<file path="src/rtl/add_arb_pkg.sv">
// ----------------------------------------------------------------------------
// add_arb_pkg
// Shared definitions for the add_arbiter slice:
//   - arb_state_e : arbiter FSM state encoding (IDLE / WAIT)
//   - calc_cw     : adder result width from operand width (W + 2)
//   - calc_idw    : requester-index width, never narrower than 1 bit
// ----------------------------------------------------------------------------
package add_arb_pkg;

  typedef enum logic {
    IDLE = 1'b0,
    WAIT = 1'b1
  } arb_state_e;

  function automatic int calc_cw(input int w);
    return w + 2;
  endfunction

  // A 1-requester or 2-requester system still needs a 1-bit index.
  function automatic int calc_idw(input int n);
    return (n <= 2) ? 1 : $clog2(n);
  endfunction

endpackage

</file>
<file path="src/rtl/add_arb_if.sv">
// ----------------------------------------------------------------------------
// add_arb_if
// Bundles the requester handshake and the shared-adder connection.
// Parameters: NREQ requesters, W operand bits per requester.
// Signals:
//   req, op_a, op_b      requester -> arbiter (operand i at [i*W +: W])
//   gnt                  arbiter -> requester, one-hot accept pulse
//   add_a, add_b         arbiter -> adder operands
//   add_c                adder -> arbiter result (CW bits)
//   rsp_valid/id/data    arbiter -> requesters, tagged result pulse
//   busy                 arbiter operation in flight
// Modports: slave (the arbiter), master (requesters plus adder side).
// ----------------------------------------------------------------------------
interface add_arb_if #(
  parameter int NREQ = 4,
  parameter int W    = 1
);
  import add_arb_pkg::*;

  localparam int CW  = calc_cw(W);
  localparam int IDW = calc_idw(NREQ);

  logic [NREQ-1:0]   req;
  logic [NREQ*W-1:0] op_a;
  logic [NREQ*W-1:0] op_b;
  logic [NREQ-1:0]   gnt;
  logic [W-1:0]      add_a;
  logic [W-1:0]      add_b;
  logic [CW-1:0]     add_c;
  logic              rsp_valid;
  logic [IDW-1:0]    rsp_id;
  logic [CW-1:0]     rsp_data;
  logic              busy;

  modport slave (
    input  req, op_a, op_b, add_c,
    output gnt, add_a, add_b, rsp_valid, rsp_id, rsp_data, busy
  );

  modport master (
    output req, op_a, op_b, add_c,
    input  gnt, add_a, add_b, rsp_valid, rsp_id, rsp_data, busy
  );

endinterface

</file>
<file path="src/rtl/add_arb_pick.sv">
// ----------------------------------------------------------------------------
// add_arb_pick
// Combinational request picker. Scans i_req starting at i_ptr and wrapping
// modulo NREQ; the first asserted bit wins. With i_ptr tied to 0 this is
// plain lowest-index-wins fixed priority.
// Ports:
//   i_req   [NREQ]  request vector
//   i_ptr   [IDW]   index where the scan starts (must be < NREQ)
//   o_found         at least one request is asserted
//   o_idx   [IDW]   index of the winning requester (0 when none)
// ----------------------------------------------------------------------------
module add_arb_pick
  import add_arb_pkg::*;
#(
  parameter int NREQ = 4,
  parameter int IDW  = calc_idw(NREQ)
) (
  input  logic [NREQ-1:0] i_req,
  input  logic [IDW-1:0]  i_ptr,
  output logic            o_found,
  output logic [IDW-1:0]  o_idx
);

  // Requests rotated so that bit k corresponds to requester (i_ptr + k) mod NREQ.
  logic [NREQ-1:0] w_rot;

  assign w_rot = NREQ'({i_req, i_req} >> i_ptr);

  function automatic int wrap_idx(input int base, input int off);
    int s;
    s = base + off;
    return (s >= NREQ) ? (s - NREQ) : s;
  endfunction

  // First-set search over the rotated vector, mapped back to a real index.
  always_comb begin
    o_found = 1'b0;
    o_idx   = '0;
    for (int k = 0; k < NREQ; k++) begin
      if (!o_found && w_rot[k]) begin
        o_found = 1'b1;
        o_idx   = IDW'(wrap_idx(int'(i_ptr), k));
      end else begin
        o_found = o_found;
      end
    end
  end

endmodule

</file>
<file path="src/rtl/add_arbiter.sv">
// ----------------------------------------------------------------------------
// add_arbiter
// Shares one registered adder among NREQ requesters. A pending request is
// arbitrated in IDLE, its operands are captured and driven to the adder,
// the FSM waits ADD_LAT clocks in WAIT, then the adder result is returned
// with the owning requester index. One operation in flight at a time.
//
// Build option: define ADD_ARB_RR_EN for round-robin arbitration (search
// starts at a pointer that moves to winner+1 after each grant). Without it
// the lowest asserted index wins.
//
// Ports:
//   clk    clock, rising edge
//   rst    synchronous active-high reset, aborts any operation in flight
//   bus    add_arb_if.slave: req/op_a/op_b/add_c in;
//          gnt/add_a/add_b/rsp_valid/rsp_id/rsp_data/busy out (all registered)
// Parameters: NREQ requesters, W operand width, ADD_LAT adder latency (>= 1).
// ----------------------------------------------------------------------------
module add_arbiter
  import add_arb_pkg::*;
#(
  parameter int NREQ    = 4,
  parameter int W       = 1,
  parameter int ADD_LAT = 1
) (
  input  logic     clk,
  input  logic     rst,
  add_arb_if.slave bus
);

  localparam int CW   = calc_cw(W);
  localparam int IDW  = calc_idw(NREQ);
  localparam int CNTW = (ADD_LAT < 2) ? 1 : $clog2(ADD_LAT + 1);
  localparam logic [NREQ-1:0] GNT_ONE = NREQ'(1);

  arb_state_e      r_state;
  logic [NREQ-1:0] r_gnt;
  logic [W-1:0]    r_add_a;
  logic [W-1:0]    r_add_b;
  logic            r_rsp_valid;
  logic [IDW-1:0]  r_rsp_id;
  logic [CW-1:0]   r_rsp_data;
  logic            r_busy;
  logic [IDW-1:0]  r_win;
  logic [CNTW-1:0] r_cnt;

  logic [IDW-1:0]  w_ptr;
  logic            w_found;
  logic [IDW-1:0]  w_win;
  logic [W-1:0]    w_op_a;
  logic [W-1:0]    w_op_b;

`ifdef ADD_ARB_RR_EN
  logic [IDW-1:0] r_ptr;
  logic [IDW-1:0] w_ptr_nxt;

  // Pointer moves just past the winner, wrapping at NREQ.
  always_comb begin
    w_ptr_nxt = '0;
    if (w_win == IDW'(NREQ - 1)) begin
      w_ptr_nxt = '0;
    end else begin
      w_ptr_nxt = w_win + IDW'(1);
    end
  end

  // Round-robin pointer, advanced only when a grant is issued from IDLE.
  always_ff @(posedge clk) begin
    if (rst) begin
      r_ptr <= '0;
    end else if ((r_state == IDLE) && w_found) begin
      r_ptr <= w_ptr_nxt;
    end
  end

  assign w_ptr = r_ptr;
`else
  assign w_ptr = '0;
`endif

  add_arb_pick #(
    .NREQ (NREQ),
    .IDW  (IDW)
  ) u_pick (
    .i_req   (bus.req),
    .i_ptr   (w_ptr),
    .o_found (w_found),
    .o_idx   (w_win)
  );

  // Select the winner's operand slices.
  always_comb begin
    w_op_a = '0;
    w_op_b = '0;
    for (int i = 0; i < NREQ; i++) begin
      if (w_win == IDW'(i)) begin
        w_op_a = bus.op_a[i*W +: W];
        w_op_b = bus.op_b[i*W +: W];
      end else begin
        w_op_a = w_op_a;
        w_op_b = w_op_b;
      end
    end
  end

  // Arbiter FSM: grant and capture in IDLE, count adder latency in WAIT.
  always_ff @(posedge clk) begin
    if (rst) begin
      r_state     <= IDLE;
      r_gnt       <= '0;
      r_add_a     <= '0;
      r_add_b     <= '0;
      r_rsp_valid <= 1'b0;
      r_rsp_id    <= '0;
      r_rsp_data  <= '0;
      r_busy      <= 1'b0;
      r_win       <= '0;
      r_cnt       <= '0;
    end else begin
      case (r_state)
        IDLE: begin
          r_rsp_valid <= 1'b0;
          r_cnt       <= '0;
          if (w_found) begin
            r_gnt   <= GNT_ONE << w_win;
            r_add_a <= w_op_a;
            r_add_b <= w_op_b;
            r_win   <= w_win;
            r_busy  <= 1'b1;
            r_state <= WAIT;
          end else begin
            r_gnt   <= '0;
          end
        end
        WAIT: begin
          // Requests are ignored here, including the winner still holding req.
          r_gnt <= '0;
          if (r_cnt == CNTW'(ADD_LAT)) begin
            r_rsp_data  <= bus.add_c;
            r_rsp_id    <= r_win;
            r_rsp_valid <= 1'b1;
            r_busy      <= 1'b0;
            r_cnt       <= '0;
            r_state     <= IDLE;
          end else begin
            r_rsp_valid <= 1'b0;
            r_cnt       <= r_cnt + CNTW'(1);
          end
        end
        default: begin
          r_state     <= IDLE;
          r_gnt       <= '0;
          r_rsp_valid <= 1'b0;
          r_busy      <= 1'b0;
          r_cnt       <= '0;
        end
      endcase
    end
  end

  assign bus.gnt       = r_gnt;
  assign bus.add_a     = r_add_a;
  assign bus.add_b     = r_add_b;
  assign bus.rsp_valid = r_rsp_valid;
  assign bus.rsp_id    = r_rsp_id;
  assign bus.rsp_data  = r_rsp_data;
  assign bus.busy      = r_busy;

endmodule

</file>
<file path="src/flat_wrapper.sv">
// flat-port wrapper written by rule: the top's interface ports become plain ports
module add_arbiter_flat import add_arb_pkg::*;
#(
  parameter int NREQ    = 4,
  parameter int W       = 1,
  parameter int ADD_LAT = 1
)
  (clk, rst, bus_req, bus_op_a, bus_op_b, bus_add_c, bus_gnt, bus_add_a, bus_add_b, bus_rsp_valid, bus_rsp_id, bus_rsp_data, bus_busy);
  add_arb_if #(.NREQ(NREQ), .W(W)) bus_i ();
  input  logic clk;
  input  logic rst;
  input wire logic [$bits(bus_i.req)-1:0] bus_req;
  input wire logic [$bits(bus_i.op_a)-1:0] bus_op_a;
  input wire logic [$bits(bus_i.op_b)-1:0] bus_op_b;
  input wire logic [$bits(bus_i.add_c)-1:0] bus_add_c;
  output wire logic [$bits(bus_i.gnt)-1:0] bus_gnt;
  output wire logic [$bits(bus_i.add_a)-1:0] bus_add_a;
  output wire logic [$bits(bus_i.add_b)-1:0] bus_add_b;
  output wire logic [$bits(bus_i.rsp_valid)-1:0] bus_rsp_valid;
  output wire logic [$bits(bus_i.rsp_id)-1:0] bus_rsp_id;
  output wire logic [$bits(bus_i.rsp_data)-1:0] bus_rsp_data;
  output wire logic [$bits(bus_i.busy)-1:0] bus_busy;
  assign bus_i.req = bus_req;
  assign bus_i.op_a = bus_op_a;
  assign bus_i.op_b = bus_op_b;
  assign bus_i.add_c = bus_add_c;
  assign bus_gnt = bus_i.gnt;
  assign bus_add_a = bus_i.add_a;
  assign bus_add_b = bus_i.add_b;
  assign bus_rsp_valid = bus_i.rsp_valid;
  assign bus_rsp_id = bus_i.rsp_id;
  assign bus_rsp_data = bus_i.rsp_data;
  assign bus_busy = bus_i.busy;
  add_arbiter #(.NREQ(NREQ), .W(W), .ADD_LAT(ADD_LAT)) u_core (.clk(clk), .rst(rst), .bus(bus_i));
endmodule
</file>
<file path="config.mk">
export PLATFORM = sky130hd
export DESIGN_NAME = add_arbiter_flat
export DESIGN_NICKNAME = d
export VERILOG_FILES = /design/src/rtl/add_arb_pkg.sv /design/src/rtl/add_arb_if.sv /design/src/rtl/add_arb_pick.sv /design/src/rtl/add_arbiter.sv /design/src/flat_wrapper.sv
export SDC_FILE = /design/constraint.sdc
export NUM_CORES = 1
export LEC_CHECK = 0
export BUFFER_PORTS_ARGS = -buffer_cell sky130_fd_sc_hd__buf_2
export CORE_MARGIN = 5
export CORE_UTILIZATION = 44
export DETAILED_ROUTE_END_ITERATION = 16
export GPL_TIMING_DRIVEN = 0
export PLACE_DENSITY = 0.78
export SLEW_MARGIN = 10
export SYNTH_ARGS = -nofsm -noshare
export SYNTH_HDL_FRONTEND = slang
export SYNTH_SLANG_ARGS = --single-unit
</file>
<file path="constraint.sdc">
create_clock -name clk -period 1.26 [get_ports clk]
set_input_delay 0.063 -clock clk [delete_from_list [all_inputs] [get_ports clk]]
set_output_delay 0.063 -clock clk [all_outputs]
set_load 0.005 [all_outputs]
</file>
==> impl_metrics.ini, run 1 <==
[cts]
cts_setup_buffers = 0
cts.clk_slew.worst_paths_ps = 100
root_buffer = clkbuf_4
cts_resized = 0
clk_latency_ps = 290
cts_sinks = 17
cts_buffer_depth = 2
cts_tree = yes
htreeDepth = 1
numCtsBuffers = 3

[setup_path]
slowest_delay_ps = 470
critPathArrivalTime_ps = 1210
reg2reg_depth = 3
start_kind = flop
path_cells = nand2_1 -> a21oi_1 -> nor2_1
worst-path-max-fanout = 8
critPathSlowestCell = dfxtp_1
critPathKind = flop to flop
required_ps = 1430
cp-end-kind = flop
reg2reg_from = u_core.r_cnt$_SDFF_PP0_
critPathLaunch = u_core.r_cnt$_SDFF_PP0_

[layout]
final_cell_count_no_fill = 125
insertedDiodeCount = 0
drive_gt1_share_pct = 35.8
final_cell_mix = buf_2 (29), dfxtp_1 (17), nor2_1 (13)
areaGrowthSynthToFinish_pct = 28.7
fin_area_sq_um = 870
layout.nets = 127
n_fill_cell = 144
final_common_cell = buf_2

[power]
p_total_mw = 1.08
p_switching_uw = 293
p_leak_nw = 0.395
pwr-share-clk_pct = 25.7
swShare_pct = 27.1
p_int_uw = 790
p_comb_share_pct = 17.6
p_seq_share_pct = 56.6
ir_worst_vdd_v = 0.000713
power_density_nw_per_um2 = 1250

[placed_design]
dp_hpwl_mm = 1.16
post_dp_cell_area_sq_um = 836
post-place-ws_ps = 111
io_buffer_count = 28
dp_cells = 121
place_congestion = 0.716

[sta]
tightest_slew_ps = 399
setup_viol = 0
fin_crit_ps = 1030
finClkSkew_ps = 7.62
max_slew_margin_pct = 73.4
hold_viol_final = 0
worst_slack_ps = 228
timing.setup.tns_ps = 0
rsz0062_at_grt = no
drv_slew = 0
post-route-period-util_pct = 81.9
fmaxAchievable_ghz = 0.969

[logic_synthesis]
async_flop_share_pct = 0
ys.warnings.count = 0
synthDistinctLibCells = 26
synth-edff-count = 0
mappedNetlistArea_sq_um = 676
ys_seq_area_share_pct = 50.4
synth_nets = 94
yosys_register_bits = 17
synthCells = 77
synth_ff_type = dfxtp_1
syn_avg_cell_area_sq_um = 8.77

[route]
drt-initial-drc-count = 12
drc = 0
firstDrtPassIters = 4
wire_per_inst_um = 11.4
vias = 649
ant_nets = 0
routed_wl_mm = 1.43
avgViaCountPerCell = 5.19

[grt]
track_usage_pct = 12.4
grt_pass1_vias = 608
grt_overflow = 0
grt_max_degree = 11
grt_pass1_wl_mm = 2.39
antenna_found_initial = 0

[outcome]
status = finished, final reports clean

[worst_hold_path]
whs_path_depth = 3
hold_path.startpoint = bus_add_c[0]
min_path_type = primary input to flop

[job]
cap_violations = 0

[floorplan]
initial_core_util_pct = 45.4
die_width_um = 49.2
io_pins = 30
core_sq_um = 1490
dieArea_sq_um = 2420
fp.dieH_um = 49.2
rows = 14
[cell type report]
class | instances | area (sq um) | share of cell area, %
Tap cell | 16 | 20.0 | 2.30
Multi-Input combinational cell | 55 | 308 | 35.4
Buffer | 3 | 20.0 | 2.30
Inverter | 1 | 3.75 | 0.432
Timing Repair Buffer | 29 | 150 | 17.3
Clock buffer | 3 | 22.5 | 2.59
Sequential cell | 17 | 340 | 39.1
Clock inverter | 1 | 5.00 | 0.576
[worst max-delay path, delay by kind of cell (launching register included)]
| kind | cells | cell delay [ps] |
|---|---|---|
| compound gates | 1 | 200 |
| flops | 1 | 470 |
| simple gates | 2 | 250 |
[logic make-up (layout without fill, tap and decap cells)]
| kind of cell | after synthesis | after routing | synth area share (%) |
|---|---|---|---|
| buffers and inverters | 5 | 37 | 4.07 |
| DFF | 17 | 17 | 50.4 |
| and+or+nand+nor | 39 | 39 | 30.6 |
| AOI/OAI and AO/OA | 16 | 16 | 15.0 |
[registers in the layout, summed over array words and instances, names as in the netlist]
signal / flops
u_core.bus.add_a: 1
u_core.bus.add_b: 1
u_core.bus.busy: 1
u_core.bus.gnt: 4
u_core.bus.rsp_data: 3
u_core.bus.rsp_id: 2
u_core.bus.rsp_valid: 1
u_core.r_cnt: 1
u_core.r_state: 1
u_core.r_win: 2
[path summary, 6_finish.rpt]
kind,end,slack [ps]
min reg2reg,u_core.bus.rsp_data[0]$_SDFFE_PP0P_,450
max reg2reg,u_core.bus.busy$_SDFFE_PP0P_,230
min,u_core.bus.rsp_data[0]$_SDFFE_PP0P_,10
max,u_core.bus.busy$_SDFFE_PP0P_,230
[timing repair]
action | 4_1_cts | 5_1_grt
hold buffers | 1 | 0
setup endpoints to repair | 0 | 1
endpoints found under the hold margin | 1 | 0
[metrics by stage]
step	util (%)	hold slack (ps)
finish	58.4	11.0
global route	58.4	14.8
CTS	58.7	11.5
detailed placement	56.1	282
global placement	56.1	272
floorplan	-	147
[cell usage after synthesis (5+ instances only)]
master	n	area, sq um
a21oi_1	7	35.0
nor2_1	13	48.8
nand3_1	5	25.0
nand2_1	6	22.5
dfxtp_1	17	340
[routing by layer]
metal  wire [um]  track usage [%]
met5           0                0
met1         614             14.5
met4          40             8.07
met3          78             1.22
met2         697             20.8
[power groups by stage]
stage	clock network, mW	logic, mW	registers [mW]
final	0.279	0.191	0.613
after global routing	0.309	0.216	0.622
after CTS	0.290	0.202	0.606
after detailed placement	0	0.199	0.618
after global placement	0	0.194	0.617
after floorplan	0	0.116	0.618
(Power assumes the default switching activity.)
==> run 2, diff against run 1 <==
==> constraint.sdc (replaced) <==
create_clock -name clk -period 1.1 [get_ports clk]
set_input_delay 0.055 -clock clk [delete_from_list [all_inputs] [get_ports clk]]
set_output_delay 0.055 -clock clk [all_outputs]
set_load 0.005 [all_outputs]
==> run 2 against run 1 <==
- critical path depth stayed put
- setup slack worse by 61 ps
- total power is 15% higher
- critical endpoint unchanged
- highest routed layer unchanged
==> impl_metrics.ini, run 2 (synthesis gave the netlist of run 1 again) <==
[grt]
grt_pass1_wl_mm = 2.37
track_usage_pct = 12.2
grt_pass1_vias = 599
grt_max_degree = 11
antenna_found_initial = 0
grt_overflow = 0

[layout]
insertedDiodeCount = 0
fin_area_sq_um = 872
drive_gt1_share_pct = 37.6
largest_reg_flops = 4
final_common_cell = buf_2
n_fill_cell = 143
areaGrowthSynthToFinish_pct = 29.1
final_cell_mix = buf_2 (29), dfxtp_1 (15), nor2_1 (13)
layout.nets = 127

[route]
ant_nets = 0
avgViaCountPerCell = 5.24
wl_met2_um = 697
drc = 0
firstDrtPassIters = 4
drt-initial-drc-count = 13
wl_met3_um = 78
wl_met1_um = 628
routed_wl_mm = 1.45
wire_per_inst_um = 11.6
vias = 655
highest_layer = met4

[sta]
tightest_slew_ps = 405
fmaxAchievable_ghz = 1.07
max_slew_margin_pct = 73.0
drv_slew = 0
fin_crit_ps = 933
post-route-period-util_pct = 84.8
rsz0062_at_grt = no
setup_viol = 0
timing.setup.tns_ps = 0
hold_viol_final = 0
finClkSkew_ps = 8.17

[job]
cap_violations = 0

[cts]
cts_setup_buffers = 0
cts_buffer_depth = 2
clk_latency_ps = 290
root_buffer = clkbuf_4
cts_tree = yes
cts_sinks = 17
cts.clk_slew.worst_paths_ps = 100
numCtsBuffers = 3
htreeDepth = 1

[setup_path]
reg2reg_to = u_core.bus.busy$_SDFFE_PP0P_
critPathSlowestCell = dfxtp_2
slowest_delay_ps = 410
reg2reg_depth = 3
cp-end-kind = flop
critical_path.top_delay_family = flip-flops
path_cells = nand2_1 -> a21oi_1 -> nor2_1
required_ps = 1270
worst-path-max-fanout = 8
reg2reg_from = u_core.r_cnt$_SDFF_PP0_
start_kind = flop
worst-r2r-setup-slack_ps = 170
critPathKind = flop to flop
cp.buffers_inverters = 0
critPathArrivalTime_ps = 1110

[power]
power_density_nw_per_um2 = 1430
swShare_pct = 27.0
p_total_mw = 1.24
p_comb_share_pct = 17.6
p_int_uw = 908
ir_worst_vdd_v = 0.000817
p_seq_share_pct = 56.7
p_leak_nw = 0.396
pwr-share-clk_pct = 25.7
p_switching_uw = 336

[placed_design]
post_dp_cell_area_sq_um = 836
place_congestion = 0.716
dp_hpwl_mm = 1.16
io_buffer_count = 28

[worst_hold_path]
hold_path_end = u_core.bus.rsp_data[0]$_SDFFE_PP0P_
hold_path.startpoint = bus_add_c[0]
min_path_type = primary input to flop
whs_path_depth = 3

[floorplan]
dieArea_sq_um = 2420
core_sq_um = 1490
die_width_um = 49.2
io_pins = 30
rows = 14
initial_core_util_pct = 45.4
fp.dieH_um = 49.2

[outcome]
status = finished, final reports clean
run 2: tightest hold or removal path: cells and delay by family:
family | cells | cell delay (ps)
compound gates | 1 | 50
buf+inv | 1 | 90
simple gates | 1 | 50
run 2: how the worst max path moves through the flow:
stage                              startpoint                           endpoint  slack (ps)  cells after the start
floorplan             u_core.r_cnt$_SDFF_PP0_       u_core.bus.busy$_SDFFE_PP0P_         130                      4
global placement      u_core.r_cnt$_SDFF_PP0_       u_core.bus.busy$_SDFFE_PP0P_         -20                      4
detailed placement    u_core.r_cnt$_SDFF_PP0_       u_core.bus.busy$_SDFFE_PP0P_         -50                      4
CTS                   u_core.r_cnt$_SDFF_PP0_       u_core.bus.busy$_SDFFE_PP0P_          70                      3
global route        u_core.r_state$_SDFF_PP0_  u_core.bus.rsp_id[0]$_SDFFE_PP0P_          70                      3
finish                u_core.r_cnt$_SDFF_PP0_       u_core.bus.busy$_SDFFE_PP0P_         170                      3
run 2: through the flow:
step / setup WS, ps / utilization, % / std cells / hold WS, ps
final: 167 / 58.6 / 125 / 2.98
after global routing: 70.8 / 58.6 / 125 / 6.81
after CTS: 66.6 / 58.4 / 125 / 3.54
after detailed placement: -49.1 / 56.1 / 121 / 274
after global placement: -24.5 / 56.1 / 121 / 264
after floorplan: 132 / - / 77 / 139
run 2: what timing repair did:
action                     4_1_cts  5_1_grt
hold buffers                     1        0
hold endpoints to repair         1        0
gates cloned                     0        0
resized for setup                0        2
pin swaps                        0        0
setup endpoints to repair        1        3
run 2: layout make-up:
type | instances | area [sq um] | share of cell area, %
Tap cell | 16 | 20.0 | 2.30
Clock buffer | 3 | 22.5 | 2.58
Buffer | 3 | 20.0 | 2.30
Clock inverter | 1 | 5.00 | 0.574
Timing Repair Buffer | 29 | 150 | 17.2
Sequential cell | 17 | 343 | 39.3
Multi-Input combinational cell | 55 | 308 | 35.3
Inverter | 1 | 3.75 | 0.430
run 2: power by group through the flow:
stage	clock [mW]	sequential, mW	combinational [mW]
after CTS	0.332	0.702	0.221
after detailed placement	0	0.708	0.228
after global placement	0	0.707	0.222
after floorplan	0	0.708	0.133
after global routing	0.354	0.714	0.245
final	0.319	0.705	0.219
run 2: layer usage:
metal / track usage [%] / vias up
met3: 1.22 / 4
met1: 14.5 / 294
met5: 0 / -
met4: 8.07 / 0
li1: - / 336
met2: 20.4 / 21
==> run 3, diff against run 2 <==
==> constraint.sdc (replaced) <==
create_clock -name clk -period 1 [get_ports clk]
set_input_delay 0.05 -clock clk [delete_from_list [all_inputs] [get_ports clk]]
set_output_delay 0.05 -clock clk [all_outputs]
set_load 0.005 [all_outputs]
==> run 3 against run 2 <==
- clock-buffer cell count is the same
- cell count grew 1.6%
- hold slack better by 1.3 ps
- register-to-register slack worse by 98 ps
- wire length is 0.28% higher
- first-iteration DRC count shrank 7.7%
- critical path depth stayed put
- critical path type unchanged
- highest routed layer unchanged
- combinational power rose by 14%
- sequential power increased by 10%
- maximum frequency is 0.23% higher
- die area is the same
- utilization increased by 1.5 points
==> impl_metrics.ini, run 3 (synthesis gave the netlist of run 1 again) <==
[floorplan]
rows = 14
dieArea_sq_um = 2420
initial_core_util_pct = 45.4
io_pins = 30
die_width_um = 49.2
core_sq_um = 1490
fp.dieH_um = 49.2

[power]
p_switching_uw = 370
power_density_nw_per_um2 = 1540
p_leak_nw = 0.404
p_total_mw = 1.38
pwr-share-clk_pct = 25.5
p_int_mw = 1.01
p_comb_share_pct = 18.2
p_seq_share_pct = 56.3
swShare_pct = 26.9
ir_worst_vdd_v = 0.000898

[route]
vias = 660
ant_nets = 0
firstDrtPassIters = 4
avgViaCountPerCell = 5.20
drc = 0
wl_met2_um = 702
wl_met1_um = 644
wire_per_inst_um = 11.4
drt-initial-drc-count = 12
routed_wl_mm = 1.45
wl_met3_um = 61
highest_layer = met4

[layout]
multiInputGateArea_sq_um = 308
drive_gt1_share_pct = 36.9
seqCellArea_sq_um = 343
areaGrowthSynthToFinish_pct = 32.4
insertedDiodeCount = 0
fin_area_sq_um = 895
n_fill_cell = 138
largest_reg_flops = 4
final_common_cell = buf_2
layout.nets = 129
final_core_util_pct = 60.1
final_cell_mix = buf_2 (28), dfxtp_1 (15), nor2_1 (13)

[cts]
cts_tree = yes
clk_latency_ps = 290
htreeDepth = 1
root_buffer = clkbuf_4
cts_buffer_depth = 2
cts_sinks = 17
cts_setup_buffers = 0
cts.clk_slew.worst_paths_ps = 100
numCtsBuffers = 3

[grt]
track_usage_pct = 12.4
grt_max_degree = 11
antenna_found_initial = 0
grt_overflow = 0
grt_pass1_vias = 609
grt_pass1_wl_mm = 2.42

[job]
cap_violations = 0

[sta]
max_slew_margin_pct = 72.8
fmaxAchievable_ghz = 1.07
fin_crit_ps = 931
setup_viol = 0
timing.setup.tns_ps = 0
rsz0062_at_grt = no
drv_slew = 0
hold_viol_final = 0
post-route-period-util_pct = 93.1
finClkSkew_ps = 7.75
tightest_slew_ps = 408

[setup_path]
cp-end-kind = flop
required_ps = 1170
start_kind = flop
reg2reg_depth = 3
reg2reg_from = u_core.r_cnt$_SDFF_PP0_
worst-r2r-setup-slack_ps = 70
critPathKind = flop to flop
critPathArrivalTime_ps = 1100
critPathLaunch = u_core.r_cnt$_SDFF_PP0_
reg2reg_to = u_core.bus.busy$_SDFFE_PP0P_
worst-path-max-fanout = 8
crit_path_end = u_core.bus.busy$_SDFFE_PP0P_

[placed_design]
io_buffer_count = 28
place_congestion = 0.716
post_dp_cell_area_sq_um = 836
dp_hpwl_mm = 1.16

[outcome]
status = finished, final reports clean

[worst_hold_path]
min_path_type = primary input to flop
[run 3: final cells by class]
type,instances,share of cell area [%]
sequential,17,38.3
clock inverter,1,0.559
timing repair buffer,31,19.0
multi-input combinational,55,34.4
buffer,3,2.52
inverter,1,0.420
tap,16,2.24
clock buffer,3,2.52
[run 3: worst min-delay path by stage]
| stage | startpoint | slack (ps) | cells after the start | to |
|---|---|---|---|---|
| 5_1_grt | bus_add_c[2] | 2 | 3 | u_core.bus.rsp_data[2]$_SDFFE_PP0P_ |
| 2_1_floorplan | rst | 130 | 1 | u_core.r_cnt$_SDFF_PP0_ |
| 4_1_cts | bus_add_c[2] | 1 | 3 | u_core.bus.rsp_data[2]$_SDFFE_PP0P_ |
| 6_report | bus_add_c[1] | 4 | 3 | u_core.bus.rsp_data[1]$_SDFFE_PP0P_ |
| 3_3_place_gp | bus_req[0] | 260 | 2 | u_core.bus.gnt[1]$_SDFF_PP0_ |
| 3_5_place_dp | bus_req[0] | 270 | 2 | u_core.bus.gnt[1]$_SDFF_PP0_ |
[run 3: power by group through the flow]
| stage | clock network, mW | registers (mW) | logic, mW |
|---|---|---|---|
| after global routing | 0.389 | 0.786 | 0.279 |
| after CTS | 0.365 | 0.775 | 0.249 |
| final | 0.351 | 0.776 | 0.250 |
| after detailed placement | 0 | 0.779 | 0.251 |
| after floorplan | 0 | 0.779 | 0.146 |
| after global placement | 0 | 0.777 | 0.244 |
[run 3: critical path, stage by stage (launching register included)]
cell and delay, ps:
dfxtp_2 410, nand2_1 170, a21oi_1 200, nor2_1 50
[run 3: what timing repair did]
action                                  CTS  global route
endpoints found under the hold margin     3             0
endpoints found under the setup margin    7             2
resized for setup                         2             1
hold buffers                              3             0
[run 3: per-stage QoR]
step           setup slack [ps]  hold WS, ps  cells
5_1_grt                   0.548         1.81    127
3_5_place_dp               -149          269    121
3_3_place_gp               -125          259    121
4_1_cts                    69.2        0.962    127
2_1_floorplan              32.1          134     77
6_report                   69.3         4.30    127
[run 3: per-layer routing]
metal,track usage [%],up-vias
met5,0,-
li1,-,340
met1,14.9,297
met4,8.07,0
met3,0.917,4
met2,20.8,19
